[src/rtl/diff_avg.sv]
// Block-averaging decimator: sums 2^LOG2_N samples captured on i_dval rising edges
// and presents the rounded mean on a valid/ready port, counting results lost to back-pressure.
module diff_avg #(
   parameter int unsigned DATA_W = 20,
   parameter int unsigned LOG2_N = 3,
   parameter int unsigned CNT_W  = 8
) (
   input  logic              clk,
   input  logic              rst,
   input  logic              clr,
   input  logic [DATA_W-1:0] i_data,
   input  logic              i_dval,
   output logic [DATA_W-1:0] o_data,
   output logic              o_valid,
   input  logic              o_ready,
   output logic [CNT_W-1:0]  o_drop_cnt
);

   localparam int unsigned SUM_W = DATA_W + LOG2_N;
   localparam logic [SUM_W-1:0] RND = SUM_W'(1) << (LOG2_N - 1);

   logic              r_dval;
   logic [SUM_W-1:0]  r_acc;
   logic [LOG2_N-1:0] r_cnt;
   logic [SUM_W-1:0]  r_fin;
   logic              r_done;
   logic [DATA_W-1:0] r_data;
   logic              r_valid;
   logic [CNT_W-1:0]  r_drop;

   logic              w_capture;
   logic [SUM_W-1:0]  w_sample;
   logic [SUM_W-1:0]  w_rnd_sum;
   logic [DATA_W-1:0] w_mean;
   logic [SUM_W-1:0]  w_acc_d;
   logic [LOG2_N-1:0] w_cnt_d;
   logic [SUM_W-1:0]  w_fin_d;
   logic              w_done_d;
   logic [DATA_W-1:0] w_data_d;
   logic              w_valid_d;
   logic [CNT_W-1:0]  w_drop_d;

   assign w_capture = i_dval & ~r_dval;
   assign w_sample  = SUM_W'(i_data);
   assign w_rnd_sum = r_fin + RND;
   assign w_mean    = DATA_W'(w_rnd_sum >> LOG2_N);

   // Accumulator; a capture coincident with clr is dropped, not deferred.
   always_comb begin
      w_acc_d  = r_acc;
      w_cnt_d  = r_cnt;
      w_fin_d  = r_fin;
      w_done_d = 1'b0;
      if (clr) begin
         w_acc_d = '0;
         w_cnt_d = '0;
      end else if (w_capture) begin
         if (&r_cnt) begin
            w_fin_d  = r_acc + w_sample;
            w_done_d = 1'b1;
            w_acc_d  = '0;
            w_cnt_d  = '0;
         end else begin
            w_acc_d = r_acc + w_sample;
            w_cnt_d = r_cnt + LOG2_N'(1);
         end
      end
   end

   // A new result may replace one being accepted in the same cycle.
   always_comb begin
      w_data_d  = r_data;
      w_valid_d = r_valid;
      w_drop_d  = r_drop;
      if (clr) begin
         w_valid_d = 1'b0;
         w_drop_d  = '0;
      end else if (r_done) begin
         if (!r_valid || o_ready) begin
            w_data_d  = w_mean;
            w_valid_d = 1'b1;
         end else if (r_drop != {CNT_W{1'b1}}) begin
            w_drop_d = r_drop + CNT_W'(1);
         end
      end else if (r_valid && o_ready) begin
         w_valid_d = 1'b0;
      end
   end

   // r_dval resets high so a level held through reset is not taken as an edge.
   always_ff @(posedge clk or negedge rst) begin
      if (!rst) begin
         r_dval  <= 1'b1;
         r_acc   <= '0;
         r_cnt   <= '0;
         r_fin   <= '0;
         r_done  <= 1'b0;
         r_data  <= '0;
         r_valid <= 1'b0;
         r_drop  <= '0;
      end else begin
         r_dval  <= i_dval;
         r_acc   <= w_acc_d;
         r_cnt   <= w_cnt_d;
         r_fin   <= w_fin_d;
         r_done  <= w_done_d;
         r_data  <= w_data_d;
         r_valid <= w_valid_d;
         r_drop  <= w_drop_d;
      end
   end

   assign o_data     = r_data;
   assign o_valid    = r_valid;
   assign o_drop_cnt = r_drop;

endmodule

[config.mk]
export PLATFORM = sky130hd
export DESIGN_NAME = diff_avg
export DESIGN_NICKNAME = d
export VERILOG_FILES = /design/src/rtl/diff_avg.sv
export SDC_FILE = /design/constraint.sdc
export NUM_CORES = 1
export LEC_CHECK = 0
export BUFFER_PORTS_ARGS = -buffer_cell sky130_fd_sc_hd__buf_2
export CAP_MARGIN = 20
export CORE_MARGIN = 2
export CORE_UTILIZATION = 55
export DETAILED_ROUTE_END_ITERATION = 8
export GPL_ROUTABILITY_DRIVEN = 0
export PLACE_DENSITY = 0.84
export SYNTH_ARGS = -nofsm -noshare
export SYNTH_HDL_FRONTEND = slang
export SYNTH_SLANG_ARGS = --single-unit
[constraint.sdc]
create_clock -name clk -period 7.1 [get_ports clk]
set_input_delay 1.065 -clock clk [delete_from_list [all_inputs] [get_ports clk]]
set_output_delay 1.065 -clock clk [all_outputs]
set_load 0.02 [all_outputs]
==> Word-level counts from Yosys, hierarchy flattened <==
Cells that the tools add are included.
{ "word_totals": {"register_bits": 80, "out_inout_bits": 29, "word_cells": 47} }
{ "classes": {"addsub": 4, "n_eq_ne": 3, "muxes": 17, "bitwise": 3, "reduce_logical": 12} }
{ "ops": {"columns": ["operator", "count"], "rows": [
  ["2-to-1 mux 23 bit", 3],
  ["2-to-1 mux 8 bit", 4],
  ["adder 23 x 20 -> 23 bit", 1],
  ["adder 23 x 3 -> 23 bit (second input constant)", 1],
  ["2-to-1 mux 3 bit", 3],
  ["AND reduction 3 bit", 3],
  ["adder 8 x 1 -> 8 bit (second input constant)", 1],
  ["!= test 8 bit (second input constant)", 1],
  ["2-to-1 mux 1 bit", 7],
  ["nonzero test 2 bit", 3],
  ["AND reduction 5 bit", 1],
  ["adder 3 x 1 -> 3 bit (second input constant)", 1],
  ["!= test 3 x 2 -> 1 bit (second input constant)", 1],
  ["nonzero test 3 bit", 1],
  ["!= test 2 bit (second input constant)", 1],
  ["NOT 1 bit", 2],
  ["AND reduction 2 bit", 1],
  ["bitwise AND 1 bit", 1],
  ["logical AND 1 bit", 1],
  ["logical NOT 1 bit", 1],
  ["logical OR 1 bit", 1]
]} }

==> Longest topological paths before layout <==
Gate-level depths: netlist of the first run.
{ "depth": {"ltp_word": 5, "mapped_depth": 9, "depth_no_buf": 9} }

==> Worst setup path after synthesis of the first run <==
Ideal clock, no wire load.
{ "synth_path": {"path_kind": "input -> register", "startpoint": "input port i_data[0]", "endpoint": "register r_fin[18]", "arrival_ns": 2.847, "required_time_ns": 6.975, "slack_ns": 4.128, "stages": 9, "path_buffers": 0, "path_cell_list": "ha_1 fa_1 a21oi_2 o21ai_0 a21oi_1 o21bai_1 a211oi_2 xnor2_1 mux2_2"} }
{ "synth_between": {"elab_chain_len": 1} }
{ "synth_lines": {"columns": ["item", "line", "text"], "rows": [
  ["start, declared", "11", "input logic [DATA_W-1:0] i_data,"],
  ["adder 23 x 20 -> 23 bit", "59", "w_fin_d = r_acc + w_sample;"],
  ["end signal, assigned", "105", "r_fin <= w_fin_d;"],
  ["end, declared", "25", "logic [SUM_W-1:0] r_fin;"]
]} }
No other way between the ends.
A chain may end at the register's enable or synchronous reset.

==> Worst setup path in the final report of the first run <==
Ends and elaborated chain as after synthesis.

==> results.tsv, run 1 <==
stage	metric	value	unit
clock_tree	clk_path_buf_depth	2	
hold_path	hold_depth	1	
layout	drive_above_1_share	19.3	%
flow_run	cap_violations	0	
worst_setup_path	path_class	in -> reg	
worst_setup_path	endpoint_kind	flop	
power_and_ir_drop	ir_drop	0.111	mV
routing	via_per_inst	5.75	
layout	nets	558	
grt	grt-ovfl-total	0	
synth	ys_top_cells_by_area	dfrtp_1 (44%), ha_1 (6.8%), nand2_1 (4.6%)	
layout	antenna_cells	0	
grt	grt_pass1_vias	3389	
timing	rsz0062_at_grt	false	
synth	ys_ff_latch	78	
worst_setup_path	cp_max_fo	3	
floorplan	start_util	56.9	%
synth	ys_warn_count	0	
synth	yosysSeqAreaShare	44.2	%
power_and_ir_drop	p_leak	2.44	nW
worst_setup_path	crit_family	compound AO/OA/AOI/OAI gates	
synth	syn-mean-instance-area	9.61	um^2
clock_tree	clock_sinks	78	
outcome	status	finished, final reports clean	
synth	synth-edff-count	0	
synth	ys_types	52	
clock_tree	tritoncts.num_buffers	9	
worst_setup_path	arrival	3.18	ns
timing	setup_viol	0	
floorplan	pin_count	54	
synth	synth_nets	510	
grt	grt_start_max_net_pins	79	
synth	synth_area_leader_cell	dfrtp_1	
worst_setup_path	r2r-start	r_acc[0]	
clock_tree	path_clk_slew	0.09	ns
placed_design	dp_hpwl	6.77	mm
clock_tree	cts_hold_buf	0	
worst_setup_path	timing.rr.end	r_fin[18]	
floorplan	die_area	8770	um^2
grt	antenna_found_initial	0	
synth	synthesis.instances	460	
clock_tree	cts_tree	done	
hold_path	hp-start	o_data[0]	
floorplan	die_h	93.7	um
routing	antenna_left	0	
synth	synthArstFlopShare	100	%
synth	synth_area	4420	um^2
hold_path	hp-class	reg -> reg	
worst_setup_path	cp-start-kind	input pin	
timing	max_freq	0.340	GHz
power_and_ir_drop	cellPowerDensity	193	nW/um^2
worst_setup_path	cp_cell_sequence	buf_2 > ha_1 > fa_1 > a21oi_2 > o21ai_0 > a21oi_1 > o21bai_1 > a211oi_2 > xnor2_1 > mux2_2	
worst_setup_path	critPathSlowestCell	fa_1	
clock_tree	cts_setup_buffers	0	
timing	final.setup.tns	0	ns
layout	areaGrowthSynthToFinish	12.4	%
routing	wirelength	9.51	mm
grt	grt_pass1_wl	15.8	mm
floorplan	core	7770	um^2
synth	synth.top_cell.area_share	43.6	%
routing	drt_first_pass_iters	5	
clock_tree	cts.repair.resized	0	
synth	synth-main-ff-cell	dfrtp_1	
timing	maxSlewHeadroom	35.9	%
routing	route.detailed.drc	0	
worst_setup_path	worstPathRequired	7.35	ns
power_and_ir_drop	totalPowerFinal	960	uW
timing	worstMarginPinSlew	0.961	ns
timing	post-route-period-util	41.4	%
worst_setup_path	r2r_slack	4.57	ns
hold_path	min_to	o_data[0]	
timing	skew	0.00816	ns
worst_setup_path	critPathBufInv	1	
timing	finalHoldViolCount	0	
clock_tree	clockRootBuffer	clkbuf_8	
grt	grt_util_all_layers	22.9	%
floorplan	num_rows	32	
worst_setup_path	rr_worst_depth	9	
clock_tree	h-tree-depth	3	
clock_tree	worstSkewPairLatency	0.35	ns
timing	post-route-min-period	2.94	ns
routing	first_iter_violations	193	
worst_setup_path	critPathMaxStageDelay	0.43	ns
routing	num_vias	3534	
routing	avgRoutedWirePerCell	15.5	um
timing	slew_viol_final	0	
placed_design	io_buffers	53	
floorplan	die_x	93.7	um
==> kinds of logic (layout without fill, tap and decap cells) <==
family / after synthesis / count (layout) / synth area share [%]
AND/OR/NAND/NOR: 163 / 163 / 17.3
flip-flops: 78 / 78 / 44.2
buffers and inverters: 27 / 80 / 2.43
adder cells (fa/ha/maj): 25 / 25 / 7.24
AO/OA/AOI/OAI: 111 / 111 / 17.0
multiplexers: 12 / 12 / 3.14
XOR/XNOR: 44 / 44 / 8.72
==> report_power, final <==
part	total, mW	switching (mW)	leakage, nW	internal (mW)
logic	0.157	0.0967	1.27	0.0601
clock network	0.342	0.177	0.0895	0.165
registers	0.462	0.00746	1.08	0.454
==> worst register-to-register path, delay by kind of cell (launching register included) <==
kind,cells,cell delay [ns]
DFF,1,0.41
adders and majority gates,2,0.66
AOI/OAI and AO/OA,5,0.97
xor gates and xnor gates,1,0.11
muxes,1,0.28
==> synth_stat cells, drive strengths merged, types with 4 or more instances <==
cell,count
a21o,4
xor2,22
and4,4
o21ai,22
nor2b,4
or3,4
nand4,9
nor2,50
dfrtp,77
a21oi,44
xnor2,22
a31oi,4
inv,7
ha,24
mux2,9
a22o,18
nor3,7
nand3,13
clkbuf,14
buf,5
a211oi,6
nand2,56
==> stage by stage <==
step / utilization (%) / setup slack (ns) / cell area, um^2 / hold WS, ns / cells
after floorplan: - / 4.13 / 4420 / 0.454 / 460
after global placement: 61.3 / 3.92 / 4760 / 0.472 / 598
after detailed placement: 61.4 / 3.83 / 4770 / 0.492 / 599
after CTS: 64.0 / 4.20 / 4970 / 0.511 / 615
after global routing: 64.0 / 4.09 / 4970 / 0.523 / 615
final: 64.0 / 4.16 / 4970 / 0.508 / 615
==> worst max-delay path by stage <==
| stage | from | end | depth (start not counted) |
|---|---|---|---|
| global placement | i_data[0] | r_fin[18] | 10 |
| global route | i_data[0] | r_fin[18] | 10 |
| finish | i_data[0] | r_fin[18] | 10 |
| floorplan | i_data[0] | r_fin[18] | 9 |
| detailed placement | i_data[0] | r_fin[18] | 10 |
| CTS | i_data[0] | r_fin[18] | 10 |
==> routing by layer <==
layer | vias up | share of wire, % | GRT usage (%)
met5 | - | 0 | 0
met4 | 0 | 1.6 | 8.57
met3 | 15 | 6.2 | 4.33
met2 | 119 | 45 | 34.3
met1 | 1683 | 47 | 33.2
li1 | 1717 | - | -
==> cells in the final DEF (no fill, tap or decap), types with 6 or more instances in the layout <==
| cell | instances |
|---|---|
| o21ai_0 | 11 |
| o21ai_1 | 9 |
| nand4_1 | 9 |
| nand3_1 | 13 |
| ha_1 | 24 |
| mux2_2 | 7 |
| clkbuf_8 | 9 |
| dfrtp_1 | 77 |
| xor2_1 | 22 |
| nand2_1 | 54 |
| buf_2 | 52 |
| nor2_1 | 50 |
| inv_1 | 7 |
| a21oi_1 | 40 |
| xnor2_1 | 22 |
| a22o_1 | 18 |
| nor3_1 | 6 |
==> cell type report <==
type / count / area [um^2]
multi-input cells: 355 / 2370
well taps: 102 / 128
inverters: 8 / 30.0
clock buffers: 10 / 128
flip-flops and latches: 78 / 1950
repair buffers: 56 / 294
fillers: 649 / 2800
clock inverters: 6 / 70.1
==> registers in the layout (all words and copies together), names as in the netlist <==
register and flops:
r_fin 21, r_done 1, r_dval 1, o_data 20, o_drop_cnt 8, r_acc 23, o_valid 1, r_cnt 3
(Power assumes the default switching activity.)
==> inputs of run 2 (changes only) <==
CORE_UTILIZATION = 53   (was 55)
PLACE_DENSITY = 0.85   (was 0.84)
clock period = 2.7 ns   (was 7.1 ns; I/O delays follow)
==> results.tsv, run 2 (synthesized netlist as in run 1, its figures left out) <==
stage	metric	value	unit	change
routing	drt_first_pass_iters	4		-1
flow_run	cap_violations	0		unchanged
layout	final_common_cell	dfrtp_1		
layout	antenna_cells	0		unchanged
floorplan	num_rows	33		+3.1%
clock_tree	path_clk_slew	0.08	ns	about the same
clock_tree	tritoncts.num_buffers	9		unchanged
routing	wl_met1	4.55	mm	+1.9%
hold_path	min_to	r_dval		
clock_tree	clk_path_buf_depth	2		unchanged
clock_tree	cts_setup_buffers	0		unchanged
grt	grt_util_all_layers	21.8	%	-1.1 points
layout	mostFrequentLayoutCells	dfrtp_1 (77), nand2_1 (54), buf_2 (52)		
worst_setup_path	endpoint_kind	flop		
worst_setup_path	critPathMaxStageDelay	0.43	ns	about the same
routing	met2_length	4.17	mm	-3.1%
grt	grt-ovfl-total	0		unchanged
power_and_ir_drop	swShare	28.2	%	-1.1 points
power_and_ir_drop	internal_power	1.80	mW	+160%
clock_tree	cts_hold_buf	0		unchanged
grt	antenna_found_initial	0		unchanged
grt	grt_start_max_net_pins	79		unchanged
power_and_ir_drop	p_sw	707	uW	+150%
clock_tree	clockRootBuffer	clkbuf_8		
power_and_ir_drop	p_leak	2.46	nW	+0.95%
timing	final.setup.tns	0	ns	unchanged
clock_tree	clock_sinks	78		unchanged
outcome	status	finished, final reports clean		
layout	nets	561		+0.54%
timing	finalHoldViolCount	0		unchanged
placed_design	dpl_worst_slack	0.123	ns	-3.71 ns
clock_tree	cts.repair.resized	0		unchanged
worst_setup_path	path_class	reg -> reg		
worst_setup_path	cp_cell_sequence	ha_1 > fa_1 > a21oi_2 > o21ai_0 > a21oi_1 > o21bai_1 > a211oi_2 > xnor2_1 > mux2_2		
worst_setup_path	rr_worst_depth	9		unchanged
routing	avgRoutedWirePerCell	15.1	um	-2.4%
floorplan	core	8130	um^2	+4.7%
placed_design	io_buffers	53		unchanged
worst_setup_path	cp-start-kind	flop		
routing	via_per_inst	5.73		-0.25%
worst_setup_path	cp_max_fo	3		unchanged
worst_setup_path	r2r-start	r_acc[0]		
hold_path	hp-class	in -> reg		
placed_design	dp_hpwl	6.67	mm	-1.4%
hold_path	hold_depth	1		unchanged
routing	antenna_left	0		unchanged
power_and_ir_drop	combPwrFrac	16.2	%	about the same
layout	areaGrowthSynthToFinish	12.9	%	
floorplan	die_h	95.3	um	+1.8%
timing	skew	0.00549	ns	-0.00267 ns
hold_path	hp-start	i_dval		
routing	route.detailed.drc	0		unchanged
timing	max_freq	0.407	GHz	
worst_setup_path	arrival	2.69	ns	-0.49 ns
routing	first_iter_violations	227		+18%
routing	met3_length	482	um	-18%
worst_setup_path	r2r_slack	0.24	ns	-4.33 ns
layout	largest_register_ffs	23		unchanged
layout	drive_above_1_share	19.8	%	+0.51 points
power_and_ir_drop	p_clk_share	35.4	%	-0.2 points
floorplan	die_x	95.3	um	+1.8%
worst_setup_path	critPathSlowestCell	fa_1		
floorplan	start_util	54.4	%	-2.6 points
routing	top_layer	met4		
timing	rsz0062_at_grt	false		
clock_tree	cts_tree	done		
timing	post-route-min-period	2.46	ns	
timing	slew_viol_final	0		unchanged
routing	wirelength	9.35	mm	-1.6%
timing	maxSlewHeadroom	35.3	%	-0.60 points
power_and_ir_drop	p_seq_share	48.4	%	+0.3 points
timing	worstMarginPinSlew	0.970	ns	+0.00906 ns
worst_setup_path	worstPathRequired	2.94	ns	-4.41 ns
clock_tree	worstSkewPairLatency	0.35	ns	about the same
timing	final.setup.worst_slack	0.244	ns	-3.92 ns
timing	post-route-period-util	91.0	%	
grt	grt_pass1_wl	15.5	mm	-1.9%
worst_setup_path	timing.rr.end	r_fin[18]		
floorplan	pin_count	54		unchanged
clock_tree	h-tree-depth	3		unchanged
layout	top_register	r_acc		
floorplan	die_area	9090	um^2	+3.6%
power_and_ir_drop	cellPowerDensity	502	nW/um^2	+160%
timing	setup_viol	0		unchanged
routing	num_vias	3554		+0.57%
layout	fin_util	61.4	%	-2.6 points
grt	grt_pass1_vias	3288		-3.0%
power_and_ir_drop	ir_drop	0.274	mV	+150%
run 2: cell types whose count changed in the layout (fill, tap and decap cells not counted):
cell	previous run	this run
clkinv_2	0	1
clkbuf_8	9	10
clkbuf_1	1	0
clkinv_4	0	2
buf_6	1	0
inv_6	2	0
buf_4	3	7
clkinvlp_4	3	1
run 2: per-stage QoR:
stage,cell area [um^2],std cells,hold slack (ns),power [mW]
6_report,4990,620,0.162,2.51
4_1_cts,4990,620,0.161,2.50
3_5_place_dp,4790,605,0.485,1.63
5_1_grt,4990,620,0.154,2.61
3_3_place_gp,4790,605,0.473,1.62
2_1_floorplan,4420,460,0.109,1.52
run 2: final cells by class:
cell class	instances	area, um^2
Inverter	8	30.0
Clock inverter	5	60.1
Fill cell	658	3140
Clock buffer	10	138
Tap cell	105	131
Multi-Input combinational cell	355	2370
Timing Repair Buffer	59	313
Sequential cell	78	1950
run 2: worst max-delay path by stage:
stage | from | endpoint | cells past startpoint
finish | r_acc[0] | r_fin[18] | 9
global route | r_acc[0] | r_fin[18] | 9
CTS | r_acc[0] | r_fin[18] | 9
detailed placement | i_data[0] | r_fin[12] | 10
global placement | i_data[0] | r_fin[18] | 10
floorplan | i_data[0] | r_fin[18] | 9
run 2: worst max-delay path, delay by kind of cell (launching register included):
family | cells | cell delay (ns)
flip-flops | 1 | 0.38
AO/OA/AOI/OAI | 5 | 0.93
XOR/XNOR | 1 | 0.11
adder cells (fa/ha/maj) | 2 | 0.66
multiplexers | 1 | 0.28
run 2: layer usage:
layer,vias up,track usage (%)
li1,1730,-
met1,1697,31.9
met2,108,33.3
met3,19,3.40
met4,0,6.88
met5,-,0
run 2: power groups by stage:
stage	registers [mW]	clock network [mW]	logic [mW]
5_1_grt	1.22	0.945	0.449
3_3_place_gp	1.24	0	0.385
4_1_cts	1.21	0.887	0.403
3_5_place_dp	1.24	0	0.399
6_report	1.21	0.887	0.406
2_1_floorplan	1.23	0	0.290
==> inputs of run 3 (changes only) <==
BUFFER_PORTS_ARGS = -buffer_cell sky130_fd_sc_hd__clkbuf_2   (was -buffer_cell sky130_fd_sc_hd__buf_2)
CORE_MARGIN = unset   (was 2)
==> results.tsv, run 3 (synthesized netlist as in run 1, its figures left out) <==
stage	metric	value	unit	change
outcome	status	finished, final reports clean		
timing	maxSlewHeadroom	36.7	%	+1.4 points
clock_tree	clockRootBuffer	clkbuf_8		
clock_tree	tritoncts.num_buffers	9		unchanged
worst_setup_path	worstPathRequired	2.94	ns	about the same
layout	nets	560		-0.18%
placed_design	dp_hpwl	6.87	mm	+2.9%
hold_path	hp-class	in -> reg		
floorplan	die_x	93.3	um	-2.1%
power_and_ir_drop	p_leak	2.44	nW	-0.89%
timing	post-route-min-period	2.53	ns	+0.0729 ns
grt	grt_pass1_wl	16.1	mm	+4.2%
worst_setup_path	cp-start-kind	flop		
worst_setup_path	path_class	reg -> reg		
clock_tree	cts.repair.resized	0		unchanged
clock_tree	h-tree-depth	3		unchanged
power_and_ir_drop	cellPowerDensity	520	nW/um^2	+3.6%
worst_setup_path	endpoint_kind	flop		
timing	final.setup.tns	0	ns	unchanged
routing	via_per_inst	5.81		+1.3%
timing	rsz0062_at_grt	false		
floorplan	start_util	56.1	%	+1.7 points
clock_tree	cts_setup_buffers	0		unchanged
power_and_ir_drop	ir_drop	0.266	mV	-3.1%
timing	skew	0.00875	ns	+0.00326 ns
grt	grt_util_all_layers	23.6	%	+1.8 points
worst_setup_path	r2r-start	r_acc[0]		
routing	first_iter_violations	182		-20%
hold_path	hp-start	i_dval		
grt	grt_pass1_vias	3401		+3.4%
worst_setup_path	rr_worst_depth	9		unchanged
grt	grt-ovfl-total	0		unchanged
worst_setup_path	cp_cell_sequence	ha_1 > fa_1 > a21oi_2 > o21ai_0 > a21oi_1 > o21bai_1 > a31oi_1 > xnor2_1 > mux2_2		
floorplan	pin_count	54		unchanged
layout	largest_register_ffs	23		unchanged
routing	num_vias	3576		+0.62%
layout	mostFrequentLayoutCells	dfrtp_1 (77), nand2_1 (54), clkbuf_2 (52)		
routing	wirelength	9.57	mm	+2.3%
clock_tree	worstSkewPairLatency	0.35	ns	about the same
timing	final.setup.worst_slack	0.171	ns	-0.0729 ns
routing	antenna_left	0		unchanged
clock_tree	clk_path_buf_depth	2		unchanged
floorplan	num_rows	32		-3.0%
timing	slew_viol_final	0		unchanged
hold_path	hold_depth	1		unchanged
hold_path	min_to	r_dval		
layout	antenna_cells	0		unchanged
worst_setup_path	cp_max_fo	3		unchanged
clock_tree	cts_hold_buf	0		unchanged
timing	post-route-period-util	93.7	%	+2.7 points
layout	drive_above_1_share	19.6	%	-0.16 points
layout	top_register	r_acc		
routing	avgRoutedWirePerCell	15.5	um	+3.0%
timing	max_freq	0.395	GHz	-2.9%
worst_setup_path	timing.rr.end	r_fin[12]		
timing	worstMarginPinSlew	0.949	ns	-0.0212 ns
placed_design	io_buffers	53		unchanged
timing	finalHoldViolCount	0		unchanged
power_and_ir_drop	totalPowerFinal	2.60	mW	+3.9%
placed_design	dp.cells	601		-0.66%
timing	setup_viol	0		unchanged
worst_setup_path	arrival	2.77	ns	+0.08 ns
floorplan	core	7890	um^2	-3.0%
grt	grt_start_max_net_pins	79		unchanged
layout	final_common_cell	dfrtp_1		
placed_design	dpl_worst_slack	0.114	ns	-0.00820 ns
worst_setup_path	critPathMaxStageDelay	0.43	ns	about the same
worst_setup_path	critPathSlowestCell	fa_1		
worst_setup_path	r2r_slack	0.17	ns	-0.07 ns
flow_run	cap_violations	0		unchanged
floorplan	die_h	93.3	um	-2.1%
layout	areaGrowthSynthToFinish	13.2	%	
clock_tree	clock_sinks	78		unchanged
layout	final_cells	616		-0.65%
routing	drt_first_pass_iters	5		+1
routing	route.detailed.drc	0		unchanged
floorplan	die_area	8710	um^2	-4.2%
grt	antenna_found_initial	0		unchanged
clock_tree	path_clk_slew	0.08	ns	about the same
clock_tree	cts_tree	done		
-- run 3: changes by cell type in the layout (fill, tap and decap cells not counted), sizes merged --
cell,before,now
buf,59,6
bufinv,1,2
clkinvlp,1,2
clkbuf,10,62
clkinv,4,2
-- run 3: power breakdown --
part           leakage (nW)  total [mW]  internal (mW)  switching, mW
registers              1.08        1.21           1.19         0.0191
logic                  1.25       0.413          0.158          0.255
clock network         0.105       0.978          0.542          0.436
total                  2.44        2.60           1.89          0.710
-- run 3: layer usage --
layer  up-vias  wire [um]  GRT usage [%]
li1       1724          -              -
met5         -          0              0
met4         0        145           8.33
met2       119       4550           38.2
met1      1718       4360           32.5
met3        15        508           3.17
-- run 3: worst max-delay path by stage --
stage / to / slack (ns) / cells after the start / from
floorplan: r_fin[18] / 0.39 / 9 / i_data[0]
global placement: r_fin[18] / 0.19 / 10 / i_data[0]
detailed placement: r_fin[12] / 0.11 / 10 / i_data[0]
CTS: r_fin[12] / 0.18 / 9 / r_acc[0]
global route: r_fin[12] / 0.04 / 9 / r_acc[0]
finish: r_fin[12] / 0.17 / 9 / r_acc[0]
-- run 3: metrics by stage --
stage | area, um^2 | hold slack [ns] | util, %
2_1_floorplan | 4420 | 0.109 | -
3_3_place_gp | 4780 | 0.475 | 60.6
3_5_place_dp | 4780 | 0.488 | 60.6
4_1_cts | 5000 | 0.140 | 63.4
5_1_grt | 5000 | 0.149 | 63.4
6_report | 5000 | 0.150 | 63.4
-- run 3: worst max-delay path, delay by kind of cell, from the launching register on --
family,cells,cell delay [ns]
xor+xnor,1,0.12
mux,1,0.27
compound gates,5,0.99
flops,1,0.39
fa+ha+maj,2,0.66
-- run 3: cell type report --
type | instances | area (um^2)
repair buffers | 58 | 305
inverters | 8 | 30.0
clock buffers | 10 | 138
flip-flops and latches | 78 | 1950
well taps | 102 | 128
clock inverters | 5 | 83.8
multi-input cells | 355 | 2370
fillers | 612 | 2880
